[config.mk]
export PLATFORM = sky130hd
export DESIGN_NAME = bcd_updown_counter
export DESIGN_NICKNAME = d
export VERILOG_FILES = /design/src/rtl/bcd_pkg.sv /design/src/rtl/bcd_digit.sv /design/src/rtl/bcd_updown_counter.sv
export SDC_FILE = /design/constraint.sdc
export NUM_CORES = 1
export LEC_CHECK = 0
export ABC_AREA = 0
export BUFFER_PORTS_ARGS = -buffer_cell sky130_fd_sc_hd__buf_2
export CAP_MARGIN = 20
export CELL_PAD_IN_SITES_DETAIL_PLACEMENT = 1
export CELL_PAD_IN_SITES_GLOBAL_PLACEMENT = 1
export CORE_MARGIN = 5
export CORE_UTILIZATION = 42
export DETAILED_ROUTE_END_ITERATION = 8
export PLACE_DENSITY_LB_ADDON = 0.08
export REMOVE_ABC_BUFFERS = 1
export SYNTH_ARGS = -nofsm -noshare
export SYNTH_HDL_FRONTEND = slang
export SYNTH_SLANG_ARGS = --single-unit
[constraint.sdc]
create_clock -name Clk -period 7.5 [get_ports Clk]
set_clock_uncertainty 0.2 [all_clocks]
set_input_delay 2.25 -clock Clk [delete_from_list [all_inputs] [get_ports Clk]]
set_output_delay 2.25 -clock Clk [all_outputs]
set_load 0.05 [all_outputs]
[src/rtl/bcd_pkg.sv]
// Shared constants for the cascaded BCD up/down counter.
// Latency: n/a (constants and helpers only).
// Backpressure: n/a.
package bcd_pkg;

  localparam logic [3:0] BCD_MAX        = 4'd9;
  localparam logic [3:0] BCD_MIN        = 4'd0;
  localparam int         DEFAULT_DIGITS = 3;

endpackage

[src/rtl/bcd_digit.sv]
// One BCD digit (0..9) with clear, sanitising load, increment and decrement.
// Latency: q updates one cycle after the qualifying edge.
// Backpressure: none; enables are single-cycle strobes from the parent.
module bcd_digit
  import bcd_pkg::*;
(
  input  logic       Clk,
  input  logic       Rst_n,
  input  logic       inc,
  input  logic       dec,
  input  logic       clr,
  input  logic       load,
  input  logic [3:0] d,
  output logic [3:0] q,
  output logic       at_max,
  output logic       at_min
);

  // Terminal flags let the parent build the ripple enables without adders.
  assign at_max = (q == BCD_MAX);
  assign at_min = (q == BCD_MIN);

  // Digit state: clear beats load beats step; invalid load nibbles become 0.
  always_ff @(posedge Clk or negedge Rst_n) begin
    if (!Rst_n) begin
      q <= BCD_MIN;
    end else if (clr) begin
      q <= BCD_MIN;
    end else if (load) begin
      q <= (d > BCD_MAX) ? BCD_MIN : d;
    end else if (inc) begin
      q <= at_max ? BCD_MIN : q + 4'd1;
    end else if (dec) begin
      q <= at_min ? BCD_MAX : q - 4'd1;
    end
  end

endmodule

[src/rtl/bcd_updown_counter.sv]
// Cascaded multi-digit BCD up/down counter with wrap or saturate at terminal count.
// Latency: q and Load_err one cycle after the edge; Cout is combinational.
// Backpressure: none; Cout can drive Cin of a further stage.
module bcd_updown_counter
  import bcd_pkg::*;
#(
  parameter int DIGITS = DEFAULT_DIGITS,
  parameter bit WRAP   = 1'b1
) (
  input  logic                  Clk,
  input  logic                  Rst_n,
  input  logic                  Cin,
  input  logic                  Up,
  input  logic                  Clr,
  input  logic                  Load,
  input  logic [4*DIGITS-1:0]   Load_data,
  output logic [4*DIGITS-1:0]   q,
  output logic                  Cout,
  output logic                  Load_err
);

  logic [DIGITS-1:0] at_max;
  logic [DIGITS-1:0] at_min;
  logic [DIGITS-1:0] lower_max;
  logic [DIGITS-1:0] lower_min;
  logic [DIGITS-1:0] inc_en;
  logic [DIGITS-1:0] dec_en;
  logic              all_max;
  logic              all_min;
  logic              terminal;
  logic              step;
  logic              load_bad;

  // Prefix AND of lower-digit terminal flags: digit k moves only when all below it roll over.
  always_comb begin
    logic max_run;
    logic min_run;
    max_run   = 1'b1;
    min_run   = 1'b1;
    lower_max = '0;
    lower_min = '0;
    for (int k = 0; k < DIGITS; k++) begin
      lower_max[k] = max_run;
      lower_min[k] = min_run;
      max_run      = max_run & at_max[k];
      min_run      = min_run & at_min[k];
    end
    all_max = max_run;
    all_min = min_run;
  end

  // Saturating mode suppresses the step at the terminal count; Cout ignores WRAP.
  assign terminal = Up ? all_max : all_min;
  assign step     = Cin & (WRAP | ~terminal);
  assign inc_en   = {DIGITS{step & Up}} & lower_max;
  assign dec_en   = {DIGITS{step & ~Up}} & lower_min;
  assign Cout     = Cin & terminal;

  // Flag any load nibble above 9 so the error register can pulse.
  always_comb begin
    load_bad = 1'b0;
    for (int k = 0; k < DIGITS; k++) begin
      if (Load_data[4*k +: 4] > BCD_MAX) load_bad = 1'b1;
    end
  end

  // One-cycle error pulse after an invalid load; a simultaneous clear suppresses it.
  always_ff @(posedge Clk or negedge Rst_n) begin
    if (!Rst_n) begin
      Load_err <= 1'b0;
    end else begin
      Load_err <= Load & ~Clr & load_bad;
    end
  end

  genvar g;
  generate
    for (g = 0; g < DIGITS; g++) begin : g_digit
      bcd_digit u_digit (
        .Clk    (Clk),
        .Rst_n  (Rst_n),
        .inc    (inc_en[g]),
        .dec    (dec_en[g]),
        .clr    (Clr),
        .load   (Load),
        .d      (Load_data[4*g +: 4]),
        .q      (q[4*g +: 4]),
        .at_max (at_max[g]),
        .at_min (at_min[g])
      );
    end
  endgenerate

endmodule
; Word-level counts from Yosys, hierarchy flattened
; Index checks and enable logic that the tools add are counted.
[word_totals]
wordCells = 60
inputBits = 18
output_inout_bits = 14
reg_bits = 13
[op_classes]
reduce_logical = 6
n_lt_le_gt_ge = 3
bitwise = 13
mux = 25
n_eq_ne = 3
n_addsub = 6
[op_table]
columns = operator, count
row1 = $mux 4, 21
row2 = $add 4x1->4 const B, 3
row3 = $eq 4x4->1 const B, 3
row4 = $gt 4x4->1 const B, 3
row5 = $logic_not 4->1, 3
row6 = $reduce_bool 4->1, 3
row7 = $sub 4x1->4 const B, 3
row8 = $and 1x1->1, 9
row9 = $and 3x3->3, 2
row10 = $mux 1, 4
row11 = $not 1->1, 2

; Longest topological paths before layout
; Gate-level depths: netlist of the first run.
[logic_depth]
ltp_word = 7
mapped_depth = 8
ltp_nobuf = 7

; Hierarchy
; From an unflattened synthesis of the first run, not the netlist that was laid out.
[unflattened]
cells_unflattened = 166
hier_area_um2 = 1367.6
[by_module_without_submodules]
columns = module, seq_area_each_um2, cells_per_inst, n_inst, area_each_um2
row1 = bcd_digit, 100.1, 51, 3, 419.2
row2 = bcd_updown_counter, 25.0, 13, 1, 110.1

; Worst setup path after synthesis of the first run
; No wires, ideal clock.
[synth_timing]
kind = input to output
from = input port Cin
to = output port Cout
path_buffers = 0
required_time_ns = 5.050
path_slack_ns = 1.149
t_arrival_ns = 3.901
stages = 3
path_cell_list = nand4_1 or3_4 o21ai_0
[synth_via]
elab_chain_len = 1
[synth_lines]
columns = element, line_no
row1 = start: declaration, bcd_updown_counter.sv:12  ; input logic Cin,
row2 = $and 1x1->1, bcd_updown_counter.sv:57  ; assign Cout = Cin & terminal;
row3 = end: declaration, bcd_updown_counter.sv:18  ; output logic Cout,
; Every way passes these cells.

; Final worst setup path of the first run
[layout_timing]
from = input port Up
to = output port Cout
[layout_via]
elab_chain_len = 2
[layout_lines]
columns = element, line_no
row1 = start: declaration, bcd_updown_counter.sv:13  ; input logic Up,
row2 = $mux 1, bcd_updown_counter.sv:53  ; assign terminal = Up ? all_max : all_min;
row3 = $and 1x1->1, bcd_updown_counter.sv:57
; Every way passes these cells.

==> results of run 1 <==
==> state kept, by name (all words and copies together), names as in the netlist <==
register           count
g_digit.u_digit.q     12
Load_err               1
==> final cells by class <==
type | instances | area share
multi-input cells | 145 | 0.617
repair buffers | 31 | 0.0992
well taps | 44 | 0.0352
flip-flops and latches | 13 | 0.208
clock buffers | 4 | 0.0168
inverters | 10 | 0.0240
==> cell usage in the layout (no fill, tap or decap), types with 2 or more instances in the layout <==
cell type  synthesis  layout
a21oi_1           13      13
a22o_1             3       3
a31oi_1            4       4
a32oi_1            3       3
and3_1             5       5
buf_2              2      31
clkbuf_4           0       3
dfrtp_1           13      13
ha_1              12      12
inv_1             10      10
mux2i_1            2       2
nand2_1            9       9
nand2b_1           4       4
nand3_1            9       9
nand3b_1           2       2
nand4_1            2       2
nor2_1            18      18
nor2b_1            5       5
nor3_1             8       8
nor4b_1            3       3
o211a_1            2       2
o211ai_1           3       3
o21ai_0           11      11
o21bai_1           3       3
o31ai_1            3       3
==> worst register-to-register path, delay by kind of cell, from the launching register on <==
| family | cells | cell delay (ns) |
|---|---|---|
| compound gates | 2 | 0.48 |
| buf+inv | 1 | 0.14 |
| simple gates | 3 | 0.89 |
| flops | 1 | 0.47 |
| fa+ha+maj | 1 | 0.21 |
==> Yosys cell counts, types with 2 or more instances <==
| library cell | count |
|---|---|
| dfrtp_1 | 13 |
| nand2b_1 | 4 |
| o211a_1 | 2 |
| a32oi_1 | 3 |
| nor4b_1 | 3 |
| buf_2 | 2 |
| mux2i_1 | 2 |
| buf_6 | 2 |
| a22o_1 | 3 |
| a31oi_1 | 4 |
| nand3_1 | 9 |
| o31ai_1 | 3 |
| ha_1 | 12 |
| o21ai_0 | 11 |
| nand2_1 | 9 |
| inv_1 | 10 |
| nor2_1 | 18 |
| clkbuf_1 | 5 |
| o21bai_1 | 3 |
| nand4_1 | 2 |
| o211ai_1 | 3 |
| nor2b_1 | 5 |
| nand3b_1 | 2 |
| and3_1 | 5 |
| nor3_1 | 8 |
| a21oi_1 | 13 |
==> stage by stage <==
stage / worst slack (ns) / power (mW) / util
floorplan: 1.14 / 0.161 / -
global placement: 1.38 / 0.191 / 0.496
detailed placement: 1.35 / 0.195 / 0.496
CTS: 1.33 / 0.243 / 0.504
global route: 1.19 / 0.257 / 0.504
finish: 1.31 / 0.241 / 0.504
==> cell families (layout without fill, tap and decap cells) <==
| family | after synthesis | in the layout | synth area share |
|---|---|---|---|
| flops | 13 | 13 | 0.236 |
| simple gates | 72 | 72 | 0.287 |
| fa+ha+maj | 12 | 12 | 0.109 |
| mux | 2 | 2 | 0.0145 |
| compound gates | 59 | 59 | 0.289 |
| buf+inv | 19 | 45 | 0.0644 |
==> path summary, 6_finish.rpt <==
path	endpoint	slack, ns	cells past startpoint	start
max in group asynchronous	g_digit[1].u_digit.q[3]	5.21	1	Rst_n
hold reg to reg	g_digit[2].u_digit.q[1]	0.45	2	g_digit[2].u_digit.q[1]
hold / removal	g_digit[2].u_digit.q[1]	0.45	2	g_digit[2].u_digit.q[1]
min in group asynchronous	g_digit[2].u_digit.q[1]	1.64	1	Rst_n
setup reg to reg	g_digit[1].u_digit.q[1]	5.01	7	g_digit[0].u_digit.q[1]
setup / recovery	Cout	1.31	6	Up
==> routing by layer <==
layer	vias up	GRT usage	part of all wire
met5	-	0	0
met4	0	0.0456	0.010
met3	4	0.0250	0.041
met2	40	0.366	0.52
met1	721	0.247	0.42
li1	719	-	-
==> where the power goes <==
group	internal [mW]	switching (mW)
Combinational	0.0370	0.0673
Clock	0.0207	0.0266
Sequential	0.0758	0.0139
==> results.yml, run 1 <==
status:
  status: "complete, no violations"
setup_path:
  crit_type: "primary input to output pin"
  cp.required_ns: 5.05
  critPathBufInv: 2
  cpLargestDelayFamily: "simple AND/OR/NAND/NOR gates"
  crit_top_cell: "buf_2"
  worst-path-max-fanout: 11
  start_kind: "primary input"
  arrival_ns: 3.74
  crit_path_end_kind: "output pin"
  path_cells: "buf_2 > nor4b_1 > nand4_1 > or3_1 > o21ai_0 > buf_2"
  slowest_stage: "nor4b_1"
  cp_slowest_stage_delay_ns: 0.40
timing:
  rsz0062_at_grt: "no"
  period_share: 0.826
  whs_ns: 0.446
  hold_viol: 0
  max_freq_mhz: 162
  finalCriticalPeriod_ns: 6.19
  worst_pin_slew_ns: 0.616
  timing.slew.headroom: 0.588
  setup_viol: 0
  fin_setup_tns_ns: 0
  drv_slew: 0
drt:
  dr.pass1.iters: 4
  postRouteAntennaNets: 0
  drc_errors: 0
  via_count: 1484
  via_per_inst: 6.01
  wl_um: 4150
  drt_iter0_markers: 122
  post_drt_wl_per_cell_um: 16.8
placed_design:
  place_inst: 243
  placed_area_um2: 1540
  dp_hpwl_um: 3240
  io_buffers: 31
  gp_congestion: 0.958
clock_tree:
  cts_resized: 0
  cts_root_buf: "clkbuf_4"
  cts_buffers: 3
  cts_setup_buffers: 0
  htree_num_levels: 1
  cts.sinks: 13
  ctsLongestPathBuffers: 2
  path_clk_slew_ns: 0.09
  clock_latency_ns: 0.29
  cts_hold_buf: 0
  tritoncts: "yes"
yosys:
  synth_edf_count: 0
  synth_warnings: 0
  synth_top_cell_area_share: 0.236
  synth_area_leaders: "dfrtp_1 (24%), ha_1 (11%), nor2_1 (4.9%)"
  synthFlopType: "dfrtp_1"
  synth-seq-cells: 13
  syn_inst: 177
  syn_area_um2: 1380
  yosysTopAreaCell: "dfrtp_1"
  yosysUniqueCellTypes: 47
  avgSynthCellArea_um2: 7.79
  seq_area_frac_synth: 0.236
  async_flop_share: 1.00
finish:
  design_area_um2: 1560
  multiInputGateArea_um2: 965
  fillers: 421
  diodes: 0
  syn_to_final_growth_pct: 13.4
  seq_area_um2: 325
  fin_nets: 234
  drive_gt1_frac: 0.192
  final_cells: 247
global_routing:
  antenna_found_initial: 0
  grt_max_degree: 18
  grt_pass1_wl_um: 7000
  grt-ovfl-total: 0
  first_global_vias: 1518
  track_usage: 0.200
floorplan:
  dieArea_um2: 4530
  io_pins: 32
  rows: 20
  die_h_um: 67.3
  core_um2: 3100
  die_x_um: 67.3
  start_util: 0.444
power_and_ir_drop:
  ir_drop_mv: 0.0683
  power_leakage_nw: 0.740
  p_per_area_nw_per_um2: 154
worst_hold_path:
  hold_path.class: "flop to flop"
flow_run:
  cap_violations: 0
No activity file was read; power rests on OpenSTA's default activity.
==> run 2: changes to the inputs <==
--- a/config.mk
+++ b/config.mk
@@ -11,7 +11,7 @@
 export CELL_PAD_IN_SITES_DETAIL_PLACEMENT = 1
 export CELL_PAD_IN_SITES_GLOBAL_PLACEMENT = 1
 export CORE_MARGIN = 5
-export CORE_UTILIZATION = 42
+export CORE_UTILIZATION = 35
 export DETAILED_ROUTE_END_ITERATION = 8
 export PLACE_DENSITY_LB_ADDON = 0.08
 export REMOVE_ABC_BUFFERS = 1
==> constraint.sdc (replaced) <==
create_clock -name Clk -period 5.3 [get_ports Clk]
set_clock_uncertainty 0.2 [all_clocks]
set_input_delay 1.59 -clock Clk [delete_from_list [all_inputs] [get_ports Clk]]
set_output_delay 1.59 -clock Clk [all_outputs]
set_load 0.05 [all_outputs]
==> run 2 against run 1 <==
Combinational power grew 43%. Sequential share of layout area shrank 0.31 points. Core utilization shrank 8.0 points. Clock-buffer cell count is the same. First-iteration DRC count shrank 26%. Sequential power grew 43%. Worst setup slack lost 0.85 ns. Routed wire length grew 5.0%. Critical path depth is the same. Largest power group unchanged.
==> results.yml, run 2 (synthesized netlist as in run 1, its figures left out) <==
floorplan:
  dieArea_um2: 5290
  rows: 22
  core_um2: 3740
  io_pins: 32
  start_util: 0.368
  die_x_um: 72.8
  die_h_um: 72.8
clock_tree:
  path_clk_slew_ns: 0.06
  tritoncts: "yes"
  cts_root_buf: "clkbuf_8"
  cts.sinks: 13
  cts_setup_buffers: 0
  htree_num_levels: 1
  cts_buffers: 3
  cts_hold_buf: 0
  clock_latency_ns: 0.25
  ctsLongestPathBuffers: 2
  cts_resized: 0
timing:
  period_share: 0.914
  fin_setup_tns_ns: 0
  hold_viol: 0
  timing.slew.headroom: 0.543
  max_freq_mhz: 207
  rsz0062_at_grt: "no"
  finalCriticalPeriod_ns: 4.84
  setup_viol: 0
  drv_slew: 0
  worst_pin_slew_ns: 0.683
setup_path:
  timing.rr.end: "g_digit[1].u_digit.q[1]"
  cpLargestDelayFamily: "simple AND/OR/NAND/NOR gates"
  worst-path-max-fanout: 11
  slowest_stage: "nor4b_1"
  cp_slowest_stage_delay_ns: 0.43
  crit_path_start: "Up"
  crit_top_cell: "buf_2"
  arrival_ns: 3.05
  start_kind: "primary input"
  r2r-start: "g_digit[0].u_digit.q[1]"
  endpoint: "Cout"
  reg2reg_depth: 7
  path_cells: "buf_2 > nor4b_1 > nand4_1 > or3_1 > o21ai_0 > buf_2"
  crit_path_end_kind: "output pin"
  cp.required_ns: 3.51
  cp.depth: 6
  ff2ff_setup_slack_ns: 2.79
  crit_type: "primary input to output pin"
  critPathBufInv: 2
drt:
  wl_um: 4360
  postRouteAntennaNets: 0
  drt_iter0_markers: 90
  via_per_inst: 5.78
  post_drt_wl_per_cell_um: 17.4
  via_count: 1450
  drc_errors: 0
  dr.pass1.iters: 4
finish:
  top_regs: "g_digit.u_digit.q x12, Load_err x1"
  syn_to_final_growth_pct: 15.2
  regMostFlops: "g_digit.u_digit.q"
  multiInputGateArea_um2: 965
  diodes: 0
  final_common_cell: "buf_2"
  final_cell_mix: "buf_2 (31), nor2_1 (18), dfrtp_1 (13), a21oi_1 (13), ha_1 (12)"
  largest_register_ff_count: 12
  drive_gt1_frac: 0.192
  fillers: 494
  fin_nets: 234
  seq_area_um2: 325
global_routing:
  first_global_vias: 1487
  antenna_found_initial: 0
  grt_max_degree: 18
  grt_pass1_wl_um: 7370
  track_usage: 0.174
  grt-ovfl-total: 0
worst_hold_path:
  hold_path.class: "flop to flop"
flow_run:
  cap_violations: 0
power_and_ir_drop:
  ir_drop_mv: 0.112
  power_leakage_nw: 0.748
  p_per_area_nw_per_um2: 232
  total_power_mw: 0.369
placed_design:
  io_buffers: 31
  gp_congestion: 0.859
  dp_hpwl_um: 3370
status:
  status: "complete, no violations"
## run 2: power breakdown
part / leakage, nW / internal [mW] / switching [mW] / total [mW]
Clock: 0.0228 / 0.0532 / 0.0390 / 0.0923
Combinational: 0.553 / 0.0526 / 0.0960 / 0.149
Sequential: 0.172 / 0.108 / 0.0202 / 0.128
Total: 0.748 / 0.213 / 0.155 / 0.369
## run 2: tightest hold or removal path: stages, from the launching register on
cell     delay (ns)
dfrtp_1        0.46
nand2_1        0.09
o21ai_1        0.06
## run 2: how the worst min path moves through the flow
stage	from	endpoint	slack [ns]	depth (start not counted)
4_1_cts	g_digit[2].u_digit.q[1]	g_digit[2].u_digit.q[1]	0.45	2
5_1_grt	g_digit[2].u_digit.q[1]	g_digit[2].u_digit.q[1]	0.46	2
6_report	g_digit[2].u_digit.q[1]	g_digit[2].u_digit.q[1]	0.44	2
3_5_place_dp	g_digit[2].u_digit.q[1]	g_digit[2].u_digit.q[1]	0.44	2
2_1_floorplan	g_digit[2].u_digit.q[1]	g_digit[2].u_digit.q[1]	0.60	2
3_3_place_gp	g_digit[2].u_digit.q[1]	g_digit[2].u_digit.q[1]	0.41	2
## run 2: stage by stage
step | utilization | setup slack (ns) | hold slack, ns | area (um^2) | std cells
3_5_place_dp | 0.412 | 0.436 | 0.442 | 1540 | 247
4_1_cts | 0.424 | 0.428 | 0.450 | 1590 | 251
3_3_place_gp | 0.412 | 0.493 | 0.411 | 1540 | 247
6_report | 0.424 | 0.458 | 0.441 | 1590 | 251
5_1_grt | 0.424 | 0.313 | 0.465 | 1590 | 251
2_1_floorplan | - | 0.261 | 0.596 | 1330 | 168
## run 2: metal layers
layer  vias to the layer above  share of wire  GRT usage
li1                        715              -          -
met1                       695           0.48      0.247
met2                        36           0.46      0.271
met3                         4          0.052     0.0427
met4                         0         0.0053     0.0287
met5                         -              0          0
## run 2: final cells by class
class | instances | area share
multi-input combinational | 145 | 0.608
timing repair buffer | 31 | 0.0977
sequential | 13 | 0.205
clock buffer | 4 | 0.0284
tap | 48 | 0.0378
inverter | 10 | 0.0236
==> run 3: changes to the inputs <==
--- a/config.mk
+++ b/config.mk
@@ -6,6 +6,7 @@
 export NUM_CORES = 1
 export LEC_CHECK = 0
 export ABC_AREA = 0
+export ABC_CLOCK_PERIOD_IN_PS = 5300
 export BUFFER_PORTS_ARGS = -buffer_cell sky130_fd_sc_hd__buf_2
 export CAP_MARGIN = 20
 export CELL_PAD_IN_SITES_DETAIL_PLACEMENT = 1
@@ -17,4 +18,5 @@
 export REMOVE_ABC_BUFFERS = 1
 export SYNTH_ARGS = -nofsm -noshare
 export SYNTH_HDL_FRONTEND = slang
+export SYNTH_HIERARCHICAL = 1
 export SYNTH_SLANG_ARGS = --single-unit
==> constraint.sdc (replaced) <==
create_clock -name Clk -period 5.3 [get_ports Clk]
set_clock_uncertainty 0.2 [all_clocks]
set_input_delay 1.59 -clock Clk [delete_from_list [all_inputs] [get_ports Clk]]
set_output_delay 1.59 -clock Clk [all_outputs]
set_load 0.02 [all_outputs]
==> run 3 against run 2 <==
Clock power down 2%. Worst setup slack better by 0.49 ns. Synthesized cell count down 6.2%. Cell area down 8.1%. Combinational power down 42%. Cell count down 8.0%. Clock-buffer cell count unchanged. Hold slack better by 0.12 ns. Sequential share of layout area up 1.8 points. Die area down 0.70%. Total power down 18%. Core utilization down 3.2 points.
==> results.yml, run 3 <==
status:
  status: "complete, no violations"
floorplan:
  start_util: 0.368
  die_x_um: 72.5
  die_h_um: 72.5
  rows: 22
  core_um2: 3720
  io_pins: 32
  dieArea_um2: 5260
drt:
  wl_um: 3870
  via_count: 1352
  drc_errors: 0
  post_drt_wl_per_cell_um: 16.7
  via_per_inst: 5.85
  dr.pass1.iters: 4
  postRouteAntennaNets: 0
  drt_iter0_markers: 47
power_and_ir_drop:
  power_leakage_nw: 0.617
  p_per_area_nw_per_um2: 207
  ir_drop_mv: 0.0700
clock_tree:
  cts_root_buf: "clkbuf_8"
  htree_num_levels: 1
  cts_resized: 0
  cts_setup_buffers: 0
  clock_latency_ns: 0.24
  tritoncts: "yes"
  ctsLongestPathBuffers: 2
  path_clk_slew_ns: 0.06
  cts.sinks: 13
  cts_buffers: 3
  cts_hold_buf: 0
yosys:
  syn_inst: 166
  synthTopCellsByCount: "nand2_1 (15), dfrtp_1 (13), nor3_1 (12), nor4_1 (12)"
  synth_warnings: 6
  synth_mux_area_frac: 0.0439
  synth_edf_count: 0
  seq_area_frac_synth: 0.238
  synth_area_leaders: "dfrtp_1 (24%), buf_6 (7.4%), nor4_1 (5.5%)"
  avgSynthCellArea_um2: 8.24
  synth-seq-cells: 13
  synth_fa_ha_area_frac: 0
  yosysUniqueCellTypes: 32
  synth_top_cell_area_share: 0.238
  yosysTopAreaCell: "dfrtp_1"
  yosysMostFrequentCell: "nand2_1"
  synthXorXnorAreaFrac: 0
  synth_top_family_by_area: "simple AND/OR/NAND/NOR gates"
  syn_area_um2: 1370
  synth_compound_area_frac: 0.282
  async_flop_share: 1.00
  yosys.area_share.simple: 0.294
  synthFlopType: "dfrtp_1"
setup_path:
  start_kind: "primary input"
  cp.required_ns: 3.51
  crit_path_end_kind: "output pin"
  crit_type: "primary input to output pin"
  arrival_ns: 2.57
  worst-path-max-fanout: 12
timing:
  setup_viol: 0
  worst_pin_slew_ns: 0.565
  rsz0062_at_grt: "no"
  max_freq_mhz: 230
  drv_slew: 0
  finalCriticalPeriod_ns: 4.36
  hold_viol: 0
  timing.slew.headroom: 0.624
  whs_ns: 0.564
  fin_setup_tns_ns: 0
  setup_slack_ns: 0.944
  period_share: 0.822
finish:
  top_regs: "g_digit.u_digit/q x12, Load_err x1"
  drive_gt1_frac: 0.251
  fin_nets: 202
  final_cell_mix: "buf_2 (31), nand2_1 (15), dfrtp_1 (13)"
  final_common_cell: "buf_2"
  regMostFlops: "g_digit.u_digit/q"
  final_util: 0.393
  largest_register_ff_count: 12
  design_area_um2: 1460
  diodes: 0
  syn_to_final_growth_pct: 6.68
placed_design:
  io_buffers: 31
  placed_area_um2: 1410
  dp_slack_ns: 0.960
  dp_hpwl_um: 2750
  gp_congestion: 0.755
global_routing:
  grt-ovfl-total: 0
  track_usage: 0.151
  antenna_found_initial: 0
  first_global_vias: 1339
  grt_max_degree: 32
  grt_pass1_wl_um: 6390
flow_run:
  cap_violations: 0
worst_hold_path:
  hold_path.class: "flop to flop"
run 3: cell count changes after synthesis, sizes merged, moves of 6 or more:
cell and delta:
ha -12, nand2 +9, buf +14, nor2 -9, nor4 +12, nand3 -6
run 3: worst paths after layout:
| kind | startpoint | to | slack [ns] | cells after the start |
|---|---|---|---|---|
| setup / recovery | Up | Cout | 0.94 | 4 |
| setup reg to reg | g_digit[0].u_digit/q[0] | g_digit[2].u_digit/q[1] | 2.91 | 7 |
| min in group asynchronous | Rst_n | g_digit[2].u_digit/q[2] | 1.04 | 1 |
| max in group asynchronous | Rst_n | g_digit[0].u_digit/q[0] | 3.62 | 1 |
| hold reg to reg | g_digit[2].u_digit/q[2] | g_digit[2].u_digit/q[1] | 0.56 | 2 |
| hold / removal | g_digit[2].u_digit/q[2] | g_digit[2].u_digit/q[1] | 0.56 | 2 |
run 3: metal layers:
layer	global-route usage	wire length [um]
met1	0.207	1930
met2	0.248	1750
met3	0.0152	157
met4	0.0512	25
met5	0	0
run 3: final cells by class:
| cell class | instances | area, um^2 |
|---|---|---|
| tap | 48 | 60.1 |
| clock buffer | 4 | 45.0 |
| fill | 485 | 2260 |
| sequential | 13 | 325 |
| timing repair buffer | 31 | 155 |
| multi-input combinational | 128 | 847 |
| inverter | 7 | 26.3 |
run 3: through the flow:
stage               power, mW  instances
finish                  0.301        231
global placement        0.210        227
detailed placement      0.213        227
global route            0.321        231
CTS                     0.305        231
floorplan               0.176        148
run 3: cell families (layout without fill, tap and decap cells):
| group | Yosys count | after routing |
|---|---|---|
| AO/OA/AOI/OAI | 53 | 53 |
| flip-flops | 13 | 13 |
| multiplexers | 6 | 6 |
| AND/OR/NAND/NOR | 69 | 69 |
| buffers and inverters | 25 | 42 |
run 3: power breakdown:
group / internal (mW) / switching [mW]
Clock: 0.0531 / 0.0375
Sequential: 0.105 / 0.0191
Combinational: 0.0377 / 0.0488
run 3: critical path, stage by stage:
cell and delay, ns:
buf_2 0.12, and4_1 0.47, a22o_1 0.22, buf_2 0.16
